==> config.mk <==
export PLATFORM = sky130hd
export DESIGN_NAME = alu_share_arbiter
export DESIGN_NICKNAME = d
export VERILOG_FILES = /design/src/rtl/alu_share_arbiter.sv
export SDC_FILE = /design/constraint.sdc
export NUM_CORES = 1
export LEC_CHECK = 0
export CORE_AREA = 2 2 122 124
export DETAILED_ROUTE_END_ITERATION = 10
export DIE_AREA = 0 0 124 126
export GPL_ROUTABILITY_DRIVEN = 0
export GPL_TIMING_DRIVEN = 0
export PLACE_DENSITY = 0.75
export SYNTH_ARGS = -nofsm -noshare
export SYNTH_HDL_FRONTEND = slang
export SYNTH_SLANG_ARGS = --single-unit
==> constraint.sdc <==
create_clock -name clk -period 1.8 [get_ports clk]
set_input_delay 0.45 -clock clk [delete_from_list [all_inputs] [get_ports clk]]
set_output_delay 0.45 -clock clk [all_outputs]
set_load 0.05 [all_outputs]
==> src/rtl/alu_share_arbiter.sv <==
`default_nettype none
// ============================================================================
//  Module      : alu_share_arbiter
//  Description : Round-robin sharing of one combinational ALU between two
//                valid/ready requesters. Operands are registered before the
//                ALU and the result is registered after it. One operation is
//                in flight at a time (IDLE -> EXEC -> RESP -> IDLE).
//  Revision    : 1.0 - initial release
// ============================================================================
module alu_share_arbiter #(
    parameter int DATA_WIDTH    = 32,
    parameter int OPCODE_LENGTH = 4
) (
    input  logic                     clk,
    input  logic                     reset,
    // requester 0
    input  logic                     req0_valid,
    output logic                     req0_ready,
    input  logic [DATA_WIDTH-1:0]    req0_a,
    input  logic [DATA_WIDTH-1:0]    req0_b,
    input  logic [OPCODE_LENGTH-1:0] req0_op,
    // requester 1
    input  logic                     req1_valid,
    output logic                     req1_ready,
    input  logic [DATA_WIDTH-1:0]    req1_a,
    input  logic [DATA_WIDTH-1:0]    req1_b,
    input  logic [OPCODE_LENGTH-1:0] req1_op,
    // responses
    output logic                     rsp0_valid,
    input  logic                     rsp0_ready,
    output logic [DATA_WIDTH-1:0]    rsp0_result,
    output logic                     rsp1_valid,
    input  logic                     rsp1_ready,
    output logic [DATA_WIDTH-1:0]    rsp1_result,
    // shared ALU
    output logic [DATA_WIDTH-1:0]    alu_srca,
    output logic [DATA_WIDTH-1:0]    alu_srcb,
    output logic [OPCODE_LENGTH-1:0] alu_op,
    input  logic [DATA_WIDTH-1:0]    alu_result,
    output logic                     busy
);

    typedef enum logic [1:0] {
        IDLE = 2'd0,
        EXEC = 2'd1,
        RESP = 2'd2
    } state_t;

    state_t                     r_state;
    logic [DATA_WIDTH-1:0]      r_srca;
    logic [DATA_WIDTH-1:0]      r_srcb;
    logic [OPCODE_LENGTH-1:0]   r_op;
    logic [DATA_WIDTH-1:0]      r_result;
    logic                       r_owner;
    logic                       r_last_grant;
    logic                       r_busy;
    logic                       r_rsp0_valid;
    logic                       r_rsp1_valid;

    logic                       w_grant;
    logic                       w_any_valid;
    logic                       w_owner_ready;

    // Sole valid requester wins; on contention the one not granted last wins.
    assign w_any_valid   = req0_valid | req1_valid;
    assign w_grant       = (req0_valid && req1_valid) ? ~r_last_grant : req1_valid;
    assign req0_ready    = (r_state == IDLE) && req0_valid && !w_grant;
    assign req1_ready    = (r_state == IDLE) && req1_valid &&  w_grant;
    // Only the owning requester's rsp_ready can retire the response.
    assign w_owner_ready = r_owner ? rsp1_ready : rsp0_ready;

    assign alu_srca    = r_srca;
    assign alu_srcb    = r_srcb;
    assign alu_op      = r_op;
    assign rsp0_valid  = r_rsp0_valid;
    assign rsp1_valid  = r_rsp1_valid;
    assign rsp0_result = r_result;
    assign rsp1_result = r_result;
    assign busy        = r_busy;

    // Control FSM with registered operand, result, owner and status outputs.
    always_ff @(posedge clk) begin
        if (reset) begin
            r_state      <= IDLE;
            r_srca       <= '0;
            r_srcb       <= '0;
            r_op         <= '0;
            r_result     <= '0;
            r_owner      <= 1'b0;
            r_last_grant <= 1'b1;
            r_busy       <= 1'b0;
            r_rsp0_valid <= 1'b0;
            r_rsp1_valid <= 1'b0;
        end else begin
            case (r_state)
                IDLE: begin
                    if (w_any_valid) begin
                        r_srca       <= w_grant ? req1_a  : req0_a;
                        r_srcb       <= w_grant ? req1_b  : req0_b;
                        r_op         <= w_grant ? req1_op : req0_op;
                        r_owner      <= w_grant;
                        r_last_grant <= w_grant;
                        r_busy       <= 1'b1;
                        r_state      <= EXEC;
                    end
                end
                EXEC: begin
                    r_result     <= alu_result;
                    r_rsp0_valid <= ~r_owner;
                    r_rsp1_valid <=  r_owner;
                    r_state      <= RESP;
                end
                RESP: begin
                    if (w_owner_ready) begin
                        r_rsp0_valid <= 1'b0;
                        r_rsp1_valid <= 1'b0;
                        r_busy       <= 1'b0;
                        r_state      <= IDLE;
                    end
                end
                default: begin
                    r_rsp0_valid <= 1'b0;
                    r_rsp1_valid <= 1'b0;
                    r_busy       <= 1'b0;
                    r_state      <= IDLE;
                end
            endcase
        end
    end

endmodule
`default_nettype wire

==> flow_metrics.tcl, run 1 <==
set metrics [dict create \
    dr_wl_met3_um 1880 \
    routed_wl_um 18500 \
    core-area_um2 14300 \
    synth_top_area_share_pct 45.3 \
    grt_usage_pct 23.1 \
    wl_met1_um 7070 \
    area.sequential_um2 2150 \
    slew_headroom_pct 54.9 \
    total_power_mw 7.95 \
    cp.buffers_inverters 2 \
    crit_family "buffers and inverters" \
    holdWs_ns 0.468 \
    portBuffers 309 \
    max_freq_mhz 566 \
    rsz0062_at_grt "true" \
    yosysMostFrequentCell "nand2_1" \
    p_seq_share_pct 35.1 \
    setup_violations 0 \
    rows 44 \
    drc 0 \
    post_dp_cell_area_um2 8060 \
    clock_path_buffers 2 \
    p_leak_nw 3.62 \
    top_layer "met4" \
    globalRoute.totalOverflow 0 \
    multi_input_area_um2 2130 \
    tightestPinTransition_ns 0.677 \
    outcome "finished clean" \
    critPathMaxFanout 4 \
    maxCapViolCount 0 \
    synth-seq-area-share_pct 45.3 \
    synth.distinct_cells 24 \
    ir_drop_uv 425 \
    dr_total_vias 5452 \
    area_growth_pct 76.9 \
    grt_antenna_before_repair 1 \
    path_cells "clkdlybuf4s15_2 -> a21bo_4 -> nor3_4 -> buf_6" \
    clock_power_share_pct 27.5 \
    post-route-cell-area_um2 8360 \
    path_depth 4 \
    netSwitchingPower_mw 2.99 \
    fin_crit_sh_pct 98.2 \
    fin_setup_tns_ns 0 \
    drive_gt1_share_pct 12.1 \
    critPathKind "input pin to output pin" \
    cts_tree "built" \
    grt_pass1_wl_um 27800 \
    yosysTopAreaCell "dfxtp_1" \
    routedWlPerCell_um 16.7 \
    die_h_um 126 \
    syn_area_um2 4730 \
    cts_htree_levels 3 \
    cp_slowest_cell "a21bo_4" \
    synthFlopType "dfxtp_1" \
    layoutNonFillerInstCount 1112 \
    fin_ws_ns 0.0330 \
    fin_crit_ns 1.77 \
    wl_met2_um 9230 \
    clk_pin_slew_ns 0.07 \
    yosys_warnings 0 \
    synth_edf_count 0 \
    critPathRequiredTime_ns 1.35 \
    cts_sinks 107 \
    grt_max_degree 20 \
    dp_slack_ns -1.25 \
    fillers 1386 \
    ys_top_cells_by_count "201 x nand2_1, 107 x dfxtp_1, 106 x a21oi_1" \
    holdBufCountCts 0 \
    grt_pass1_vias 5212 \
    via_per_inst 4.90 \
    numCtsBuffers 9 \
    synth_fp_nets 768 \
    p_int_mw 4.96 \
    netlist_top_cells_area "dfxtp_1 45%, nand2_1 16%, a21oi_1 11%" \
    dieArea_um2 15600 \
    hpwl_um 14100 \
    initial_core_util_pct 33.0 \
    final_util_pct 58.4 \
    nets 1096 \
    critPathLaunchType "input pin" \
    combPwrFrac_pct 37.4 \
    synth_seq_cells 107 \
    async_reset_ff_share_pct 0 \
    whs_path_depth 2 \
    drt_pass1_iterations 5 \
    dp_cells 1087 \
    root_buffer "clkbuf_16" \
    finClkSkew_ns 0.00427 \
    ios 311 \
    synth_cells 594 \
    cp_data_arrival_time_ns 1.32 \
    worst-r2r-cell-count 6 \
    drt_iter0_markers 255 \
    powerDensity_nw_per_um2 950 \
    hold_viol 0 \
    cp_slowest_stage_delay_ns 0.26 \
    endpoint_kind "output pin" \
    drv_slew 0 \
    hp-class "flip-flop to flip-flop" \
    ant_nets 0 \
    clkLatencyLatePin_ns 0.34 \
    die_x_um 124 \
    synth_area_per_cell_um2 7.96 \
    p_sw_share_pct 37.6 \
]
==> power by group through the flow <==
stage,Combinational [mW],Sequential (mW),Clock [mW]
4_1_cts,2.96,2.79,2.24
5_1_grt,3.15,2.82,2.33
6_report,2.97,2.79,2.19
3_3_place_gp,3.11,2.84,0
2_1_floorplan,1.01,3.71,0
3_5_place_dp,3.12,2.85,0
==> placed cells by master, fill, tap and decap left out, types with 2 or more instances in the layout <==
cell type          n
bufinv_16          2
buf_4             44
dlygate4sd2_1    103
clkbuf_2          12
dfxtp_1          104
nor2_4             2
clkdlybuf4s50_1  170
nor2b_1            4
buf_2              7
buf_6              6
clkbuf_1          38
dfxtp_4            2
nand2_1          200
a311oi_2           9
clkbuf_16          9
a211oi_1           3
a311oi_1          59
clkdlybuf4s15_1   18
clkdlybuf4s15_2    7
nand2b_1           2
a21oi_1          106
buf_1              3
==> area by class of cell <==
type | count | share of cell area, %
clock buffers | 11 | 2.90
plain buffers | 88 | 6.03
well taps | 184 | 2.75
diodes | 1 | 0.0299
repair buffers | 320 | 36.1
multi-input cells | 395 | 25.4
clock inverters | 5 | 1.02
flip-flops and latches | 107 | 25.7
inverters | 1 | 0.0449
==> worst reg2reg max path, stage by stage (launching register included) <==
cell and delay, ns:
dfxtp_4 0.36, nor2_4 0.14, buf_6 0.12, buf_4 0.11, clkbuf_1 0.41, a21oi_1 0.17
a311oi_2 0.28
==> registers in the layout, summed over array words and instances (netlist names) <==
register,count
alu_srca,32
rsp0_result,32
r_last_grant,1
busy,1
alu_op,4
r_state,2
rsp1_valid,1
alu_srcb,32
r_owner,1
rsp0_valid,1
==> logic make-up (layout without fill, tap and decap cells) <==
| kind of cell | count (synthesis) | count (layout) | share of synthesized area (%) |
|---|---|---|---|
| and+or+nand+nor | 212 | 212 | 17.3 |
| AOI/OAI and AO/OA | 183 | 183 | 26.7 |
| DFF | 107 | 107 | 45.3 |
| other | 0 | 1 | 0 |
| buffers and inverters | 92 | 425 | 10.7 |
==> worst paths after layout <==
kind / startpoint / end / slack [ns]
max: req0_valid / req1_ready / 0.03
min: rsp0_result[19] / rsp0_result[19] / 0.47
max reg2reg: r_state[1] / alu_srcb[24] / 0.11
min reg2reg: rsp0_result[19] / rsp0_result[19] / 0.47
==> what timing repair did <==
action	4_1_cts	5_1_grt
pin swaps	2	4
setup buffers	5	6
gates resized for setup	195	34
endpoints found under the setup margin	207	52
==> metal layers <==
metal,vias up,GRT usage [%]
met1,2501,25.6
met5,-,0
li1,2699,-
met4,0,8.20
met3,20,7.79
met2,232,40.7
Power figures use the tool's default switching activity.
==> run 2: changes to the inputs <==
CORE_AREA = default   (was 2 2 122 124)
CORE_UTILIZATION = 33   (was default)
CTS_CLUSTER_SIZE = 10   (was default)
DIE_AREA = default   (was 0 0 124 126)
GPL_ROUTABILITY_DRIVEN = default   (was 0)
PLACE_DENSITY = 0.78   (was 0.75)
clock period = 1.5 ns   (was 1.8 ns; I/O delays follow)
==> run 2 against run 1 <==
  * The run now ends with setup timing left
  * Clock power increased by 6%
  * Critical path depth stayed put
  * Die area shrank 5.2%
  * Hold slack better by 0.0019 ns
  * Final area rose by 1.0%
  * Largest cell class unchanged
==> flow_metrics.tcl, run 2 (same netlist as run 1, synthesis figures left out) <==
set metrics [dict create \
    outcome "finished with violations" \
    violations "setup timing" \
    grt_usage_pct 24.8 \
    cp_slowest_cell "dfxtp_4" \
    numCtsBuffers 9 \
    routedWlPerCell_um 16.9 \
    critPathRequiredTime_ns 1.12 \
    portBuffers 309 \
    ios 311 \
    maxCapViolCount 0 \
    ant_nets 0 \
    grt_antenna_before_repair 1 \
    holdBufCountCts 0 \
    fin_crit_ns 1.76 \
    hold_viol 0 \
    cts_htree_levels 3 \
    max_freq_mhz 570 \
    clock_path_buffers 2 \
    rsz0062_at_grt "true" \
    total_power_mw 9.47 \
    p_leak_nw 3.46 \
    hp-class "flip-flop to flip-flop" \
    critPathKind "flip-flop to output pin" \
    critPathMaxFanout 2 \
    area_growth_pct 78.7 \
    holdWs_ns 0.470 \
    grt_max_degree 20 \
    dp_slack_ns -1.45 \
    drv_slew 0 \
    hpwl_um 14000 \
    initial_core_util_pct 33.9 \
    dr_total_vias 5595 \
    clkLatencyLatePin_ns 0.35 \
    drt_pass1_iterations 5 \
    root_buffer "clkbuf_16" \
    via_per_inst 5.06 \
    die_h_um 122 \
    routed_wl_um 18700 \
    cts_tree "built" \
    grt_pass1_wl_um 27800 \
    clk_pin_slew_ns 0.07 \
    ir_drop_uv 709 \
    endpoint_kind "output pin" \
    powerDensity_nw_per_um2 1120 \
    dieArea_um2 14800 \
    fin_ws_ns -0.256 \
    nets 1094 \
    final_common_cell "nand2_1" \
    tightestPinTransition_ns 0.699 \
    die_x_um 122 \
    setup_violations 4 \
    slew_headroom_pct 53.4 \
    place.gp.congestion 0.817 \
    mostFrequentLayoutCells "200 x nand2_1, 170 x clkdlybuf4s50_1, 106 x a21oi_1" \
    drc 0 \
    fin_crit_sh_pct 117 \
    drive_gt1_share_pct 29.5 \
    cp_slowest_stage_delay_ns 0.35 \
    final_util_pct 60.6 \
    critPathLaunchType "flip-flop" \
    rows 43 \
    cp_data_arrival_time_ns 1.38 \
    finClkSkew_ns 0.00459 \
    core-area_um2 13900 \
    path_cells "a21bo_4 -> buf_8 -> nor3_4 -> buf_6" \
    grt_pass1_vias 5323 \
    drt_iter0_markers 212 \
    globalRoute.totalOverflow 0 \
    cts_sinks 107 \
    dp_cells 1083 \
    layoutNonFillerInstCount 1105 \
]
## run 2: final cells by class
class,count,area [um2]
plain buffers,89,628
flip-flops and latches,107,2150
multi-input cells,395,2240
repair buffers,317,2920
inverters,1,3.75
clock buffers,12,236
well taps,180,225
clock inverters,3,40.0
diodes,1,2.50
fillers,1263,5490
## run 2: worst max-delay path, delay by kind of cell (launching register included)
kind / cells / cell delay [ns]
DFF: 1 / 0.35
buffers and inverters: 2 / 0.31
AOI/OAI and AO/OA: 1 / 0.22
and+or+nand+nor: 1 / 0.15
## run 2: what timing repair did
action,in CTS,in global routing
pin swaps,3,1
setup buffers,7,1
gates resized for setup,561,128
endpoints found under the setup margin,241,119
## run 2: routing by layer
| layer | track usage (%) | wire (um) | part of all wire (%) | vias up |
|---|---|---|---|---|
| li1 | - | - | - | 2697 |
| met1 | 26.1 | 6690 | 36 | 2582 |
| met2 | 43.8 | 9450 | 51 | 277 |
| met3 | 10.5 | 1960 | 10 | 39 |
| met4 | 9.26 | 592 | 3.2 | 0 |
| met5 | 0 | 0 | 0 | - |
## run 2: final timing paths
path                                       from         endpoint  slack, ns  depth (start not counted)
worst min register to register  rsp0_result[17]  rsp0_result[17]       0.47                          2
worst max register to register       r_state[1]     alu_srcb[22]       0.05                          7
worst max-delay path               r_last_grant       req1_ready      -0.26                          4
worst min-delay path            rsp0_result[17]  rsp0_result[17]       0.47                          2
## run 2: report_power, final
group | internal, mW | switching, mW | total, mW
sequential | 3.16 | 0.210 | 3.37
combinational | 1.42 | 2.35 | 3.76
clock | 1.28 | 1.05 | 2.33
## run 2: stage by stage
step	cell area, um2	setup TNS [ns]
global placement	8090	-74.23
detailed placement	8090	-78.14
global route	8450	-0.894
floorplan	4770	-0.229
finish	8450	-0.448
CTS	8390	-0.521
==> run 3: changes to the inputs <==
CORE_AREA = 2 2 122 124   (was default)
CORE_UTILIZATION = default   (was 33)
DIE_AREA = 0 0 124 126   (was default)
PLACE_DENSITY = 0.75   (was 0.78)
TNS_END_PERCENT = 100   (was default)
clock period = 1.8 ns   (was 1.5 ns; I/O delays follow)
==> results of run 3 <==
Same layout as run 1: the final DEF is identical, and so are final timing and power.
